===== src/rtl/interleaved_window_reader.sv =====
// Read-side sequencer: raster-scans every I_WIDTH x I_WIDTH window of a tile through a 2-cycle RAM read
// port into a 4-deep FWFT FIFO. Define WINDOW_READER_COORD_EN to carry window coordinates with each entry.
module interleaved_window_reader #(
    parameter int I_WIDTH = 5,
    parameter int T_WIDTH = 32,
    parameter int D_SIZE  = 16,
    parameter int STRIDE  = 1,
    localparam int T_LOG  = $clog2(T_WIDTH),
    localparam int DW     = I_WIDTH * I_WIDTH * D_SIZE
) (
    input  logic             clkb,
    input  logic             rst_n,
    input  logic             start,
    output logic             busy,
    output logic             done,
    output logic [T_LOG-1:0] addrb_y,
    output logic [T_LOG-1:0] addrb_x,
    output logic             re,
    input  logic [DW-1:0]    doutb,
    output logic [DW-1:0]    win_data,
    output logic             win_valid,
    input  logic             win_ready,
    output logic [T_LOG-1:0] win_y,
    output logic [T_LOG-1:0] win_x,
    output logic             win_last
);

    localparam int NPOS = (T_WIDTH - I_WIDTH) / STRIDE + 1;
    localparam logic [T_LOG-1:0] LAST_POS = T_LOG'((NPOS - 1) * STRIDE);
    localparam logic [T_LOG-1:0] STEP     = T_LOG'(STRIDE);
`ifdef WINDOW_READER_COORD_EN
    localparam int TAG_W = 2 * T_LOG + 1;
`else
    localparam int TAG_W = 1;
`endif

    typedef enum logic [1:0] {IDLE, SCAN, DRAIN} state_t;

    state_t             state_q, state_d;
    logic [T_LOG-1:0]   y_q, y_d, x_q, x_d;
    logic               done_q, done_d;
    logic               s1_v_q, s1_v_d, s2_v_q, s2_v_d;
    logic [TAG_W-1:0]   s1_tag_q, s1_tag_d, s2_tag_q, s2_tag_d;
    logic [DW-1:0]      data_mem_q [4];
    logic [DW-1:0]      data_mem_d [4];
    logic [TAG_W-1:0]   tag_mem_q [4];
    logic [TAG_W-1:0]   tag_mem_d [4];
    logic [1:0]         wr_ptr_q, wr_ptr_d, rd_ptr_q, rd_ptr_d;
    logic [2:0]         count_q, count_d;

    logic [2:0]         inflight;
    logic               issue, at_last, push, pop;
    logic [TAG_W-1:0]   issue_tag, head_tag;

    // Credit rule: FIFO entries plus reads in flight never exceed the FIFO depth.
    assign inflight = {2'b00, s1_v_q} + {2'b00, s2_v_q};
    assign issue    = (state_q == SCAN) && ((count_q + inflight) < 3'd4);
    assign at_last  = (y_q == LAST_POS) && (x_q == LAST_POS);
    assign push     = s2_v_q;
    // Stream handshake: a window transfers on any edge where win_valid && win_ready;
    // the head entry is held unchanged while win_valid is high and win_ready is low.
    assign pop      = (count_q != 3'd0) && win_ready;

`ifdef WINDOW_READER_COORD_EN
    assign issue_tag = {y_q, x_q, at_last};
    assign win_y     = head_tag[2*T_LOG:T_LOG+1];
    assign win_x     = head_tag[T_LOG:1];
`else
    assign issue_tag = at_last;
    assign win_y     = '0;
    assign win_x     = '0;
`endif

    always_comb begin
        state_d = state_q;
        y_d     = y_q;
        x_d     = x_q;
        done_d  = 1'b0;
        case (state_q)
            IDLE: begin
                if (start) begin
                    state_d = SCAN;
                    y_d     = '0;
                    x_d     = '0;
                end
            end
            SCAN: begin
                if (issue) begin
                    if (x_q == LAST_POS) begin
                        if (y_q == LAST_POS) begin
                            state_d = DRAIN;
                        end else begin
                            x_d = '0;
                            y_d = y_q + STEP;
                        end
                    end else begin
                        x_d = x_q + STEP;
                    end
                end
            end
            DRAIN: begin
                if (!s1_v_q && !s2_v_q && (count_q == 3'd0)) begin
                    state_d = IDLE;
                    done_d  = 1'b1;
                end
            end
            default: state_d = IDLE;
        endcase
    end

    always_comb begin
        s1_v_d     = issue;
        s1_tag_d   = issue_tag;
        s2_v_d     = s1_v_q;
        s2_tag_d   = s1_tag_q;
        data_mem_d = data_mem_q;
        tag_mem_d  = tag_mem_q;
        // doutb lines up with stage 2, so it is captured as that stage retires.
        if (push) begin
            data_mem_d[wr_ptr_q] = doutb;
            tag_mem_d[wr_ptr_q]  = s2_tag_q;
        end
        wr_ptr_d = wr_ptr_q + {1'b0, push};
        rd_ptr_d = rd_ptr_q + {1'b0, pop};
        count_d  = count_q + {2'b00, push} - {2'b00, pop};
    end

    always_ff @(posedge clkb or negedge rst_n) begin
        if (!rst_n) begin
            state_q  <= IDLE;
            y_q      <= '0;
            x_q      <= '0;
            done_q   <= 1'b0;
            s1_v_q   <= 1'b0;
            s1_tag_q <= '0;
            s2_v_q   <= 1'b0;
            s2_tag_q <= '0;
            wr_ptr_q <= '0;
            rd_ptr_q <= '0;
            count_q  <= '0;
            for (int i = 0; i < 4; i++) begin
                data_mem_q[i] <= '0;
                tag_mem_q[i]  <= '0;
            end
        end else begin
            state_q    <= state_d;
            y_q        <= y_d;
            x_q        <= x_d;
            done_q     <= done_d;
            s1_v_q     <= s1_v_d;
            s1_tag_q   <= s1_tag_d;
            s2_v_q     <= s2_v_d;
            s2_tag_q   <= s2_tag_d;
            wr_ptr_q   <= wr_ptr_d;
            rd_ptr_q   <= rd_ptr_d;
            count_q    <= count_d;
            data_mem_q <= data_mem_d;
            tag_mem_q  <= tag_mem_d;
        end
    end

    assign busy      = (state_q != IDLE);
    assign done      = done_q;
    assign re        = issue;
    assign addrb_y   = y_q;
    assign addrb_x   = x_q;
    assign win_valid = (count_q != 3'd0);
    assign win_data  = data_mem_q[rd_ptr_q];
    assign head_tag  = tag_mem_q[rd_ptr_q];
    assign win_last  = head_tag[0];

endmodule


===== config.mk =====
export PLATFORM = sky130hd
export DESIGN_NAME = interleaved_window_reader
export DESIGN_NICKNAME = d
export VERILOG_FILES = /design/src/rtl/interleaved_window_reader.sv
export SDC_FILE = /design/constraint.sdc
export NUM_CORES = 2
export LEC_CHECK = 0
export CAP_MARGIN = 40
export CORE_MARGIN = 8
export CORE_UTILIZATION = 50
export CTS_CLUSTER_DIAMETER = 80
export CTS_CLUSTER_SIZE = 20
export DETAILED_ROUTE_END_ITERATION = 8
export PLACE_DENSITY = 0.83
export RECOVER_POWER = 100
export REMOVE_ABC_BUFFERS = 1
export SYNTH_ARGS = -nofsm -noshare
export SYNTH_HDL_FRONTEND = slang
export SYNTH_SLANG_ARGS = --single-unit

===== constraint.sdc =====
create_clock -name clkb -period 5.15 [get_ports clkb]
set_input_delay 0.515 -clock clkb [delete_from_list [all_inputs] [get_ports clkb]]
set_output_delay 0.515 -clock clkb [all_outputs]
set_load 0.02 [all_outputs]

==> reports/metrics.csv <==
stage,metric,value,unit
run_status,status,"complete, but fails checks",
run_status,violations,"capacitance limit, slew limit",
yosys,avgSynthCellArea,17.5,µm²
critical_path,crit_fanout,130,
pwr,clockPowerShare,12.4,%
pwr,ir_drop,0.529,mV
yosys,synthCells,4000,
pwr,p_per_area,751,nW/µm²
routing,drc,0,
routing,wire_per_inst,24.8,µm
clock_tree,cts_buffers,95,
place,io_buffers,818,
pwr,power.switching,22.2,mW
sta,final_max_slew_viol_count,1958,
routing,drt-total-wl,165,mm
pwr,power_frac_seq,36.5,%
clock_tree,insertion_delay,730,ps
yosys,synth_area_leaders,"dfrtp_1, mux2_2, mux4_2",
critical_path,endpoint_kind,output pin,
yosys,ys_seq_elements,1628,
sta,finalSetupTns,0,ps
pwr,power_frac_comb,51.1,%
yosys,yosysSeqAreaShare,58.2,%
layout,finish.utilization,59.3,%
pwr,power,62.0,mW
die,initial_utilization,50.3,%
yosys,synth.top_cells.by_count,"dfrtp_1, mux2_2, mux4_2",
die,die_y,390,µm
critical_path,crit_family,buffers and inverters,
critical_path,worstPathCellList,"buf_12, mux4_2, dlygate4sd3_1",
yosys,yosysUniqueCellTypes,46,
yosys,yosys.area.top_type,dfrtp_1,
die,ios,829,
critical_path,critical_path.max_stage_delay,1200,ps
routing,first_pass_iters,4,
yosys,synthFlopType,dfrtp_1,
place,dpl-instance-area,80000,µm²
sta,max_slew_margin,-142,%
sta,worst_pin_slew,3630,ps
routing,drtIter0Drc,1977,
yosys,synth-edff-count,0,
clock_tree,clock-root-buffer,clkbuf_16,
layout,drive_gt1_share,37.8,%
sta,setup_viol,0,
global_route,grt_pass1_wl,256,mm
yosys,syn_area,70000,µm²
place,gp_congestion,0.786,
die,die_area,152000,µm²
critical_path,worst_ep_arrival_time,4000,ps
global_route,grt_overflow,0,
pwr,p_int,39.8,mW
yosys,synth_top_area_share,58.2,%
sta,worst_slack,637,ps
global_route,grt_pass1_vias,41700,
routing,vias,38400,
die,core,139000,µm²
routing,ant_nets,0,
sta,fin_worst_skew,55.1,ps
layout,nets,5136,
global_route,grt_usage,21.4,%
clock_tree,clkTransAtPathRegs,80,ps
critical_path,cp_data_required_time,4640,ps
critical_path,crit_type,reg -> out,
pwr,p_leak,33.6,nW
critical_path,crit_buf_inv,2,
global_route,antenna_found_initial,50,
sta,min_period,4510,ps
yosys,async_reset_ff_share,100,%
die,die_width,390,µm
global_route,grt_max_degree,164,
yosys,synth_most_common_cell,dfrtp_1,
clock_tree,cts.hold.buffers_added,1,
layout,synthToLayoutAreaGrowth,17.9,%
die,core.rowCount,137,
clock_tree,cts_resized,0,
clock_tree,cts_tree,built,
yosys,yosys_warnings,0,
clock_tree,cts_buffer_depth,3,
clock_tree,cts.sinks,1628,
run,drv_cap,30,
pwr,sw_frac_of_total,35.8,%
sta,period_share,87.6,%
place,hpwlAfterDp,111,mm
sta,hold_viol,0,
clock_tree,postCtsSetupRepairBufs,0,
min_path,hold_path_class,reg -> reg,
sta,fmax,222,MHz
clock_tree,htreeDepth,3,
critical_path,cp-start-kind,register,
sta,rsz0062_at_grt,false,
critical_path,cp_slowest_cell,dfrtp_1,
place,post-place-ws,1860,ps
layout,fin_area,82500,µm²
routing,avgViaCountPerCell,5.76,
per-layer routing:
| metal | GRT usage [%] | up-vias | part of all wire [%] |
|---|---|---|---|
| met2 | 34.6 | 888 | 49 |
| met5 | 0 | - | 0.12 |
| met1 | 28.0 | 20800 | 40 |
| met4 | 6.62 | 28 | 2.7 |
| met3 | 6.34 | 208 | 7.5 |
| li1 | - | 16400 | - |
flip-flops by register name (all words and copies together), names as in the netlist, 2 cells and up:
register    count
rd_ptr_q        2
state_q         2
addrb_y         5
tag_mem_q       4
wr_ptr_q        2
addrb_x         5
count_q         3
data_mem_q   1600
final cells by class:
| cell class | instances | area, µm² |
|---|---|---|
| multi-input cells | 2097 | 27700 |
| repair buffers | 899 | 8880 |
| diodes | 34 | 85.1 |
| well taps | 1876 | 2350 |
| flip-flops and latches | 1628 | 40700 |
| clock buffers | 102 | 2450 |
| clock inverters | 18 | 240 |
| inverters | 5 | 18.8 |
| fillers | 10400 | 56700 |
metrics by stage:
step	hold slack [ps]	cells
floorplan	219	3730
global placement	335	6504
detailed placement	358	6504
CTS	357	6625
global route	382	6645
finish	370	6659
power groups by stage:
stage | Sequential, mW | Combinational (mW) | Clock [mW]
after floorplan | 22.0 | 19.2 | 0
after CTS | 22.6 | 33.2 | 7.93
after global placement | 22.4 | 32.4 | 0
after global routing | 23.4 | 33.4 | 8.35
final | 22.6 | 31.7 | 7.67
after detailed placement | 22.9 | 33.1 | 0
cell usage in the layout, fill, tap and decap left out, types with 2 or more instances in the layout:
| master | instances |
|---|---|
| clkbuf_1 | 35 |
| inv_16 | 3 |
| diode_2 | 34 |
| conb_1 | 10 |
| nand3b_1 | 3 |
| clkbuf_16 | 95 |
| clkinv_2 | 2 |
| xor2_1 | 2 |
| buf_12 | 17 |
| mux2_2 | 1224 |
| o21ai_0 | 4 |
| or2_2 | 3 |
| clkinv_4 | 5 |
| clkinv_16 | 2 |
| mux4_2 | 401 |
| nor2b_1 | 2 |
| nand2b_1 | 3 |
| xnor2_1 | 3 |
| mux2_1 | 382 |
| nand2_1 | 7 |
| clkdlybuf4s50_1 | 414 |
| dfrtp_1 | 1627 |
| inv_6 | 3 |
| nor3_1 | 4 |
| dlygate4sd3_1 | 404 |
| inv_1 | 5 |
| buf_4 | 14 |
| nand4b_1 | 4 |
| a41oi_1 | 2 |
| clkbuf_8 | 5 |
| mux2i_1 | 2 |
| nor2_1 | 4 |
| nand3_1 | 7 |
| and3_1 | 4 |
| clkbuf_2 | 11 |
| clkbuf_4 | 5 |
| o211ai_1 | 2 |
| ha_1 | 5 |
worst reg2reg max path, cell delays in order (launching register included):
cell	delay [ps]
dfrtp_1	500
nand3b_1	160
clkbuf_1	1150
clkbuf_4	1550
mux2_2	850
logic make-up after synthesis:
kind of cell,after synthesis,synth area share (%)
AOI/OAI and AO/OA,20,0.245
xor gates and xnor gates,5,0.0626
DFF,1628,58.2
other,1,0.00536
adders and majority gates,6,0.118
muxes,2009,38.8
and+or+nand+nor,47,0.404
buffers and inverters,284,2.16
path summary, 6_finish.rpt:
kind	start	end	slack (ps)	depth (start not counted)
max	rd_ptr_q[1]	win_data[170]	640	3
min	s1_tag_q	s2_tag_q	370	0
max reg2reg	push	data_mem_q[1117]	810	4
min reg2reg	s1_tag_q	s2_tag_q	370	0
max in group asynchronous	rst_n	data_mem_q[230]	1280	3
min in group asynchronous	rst_n	data_mem_q[353]	460	2
Note: power is estimated with default switching activity, not from simulation.
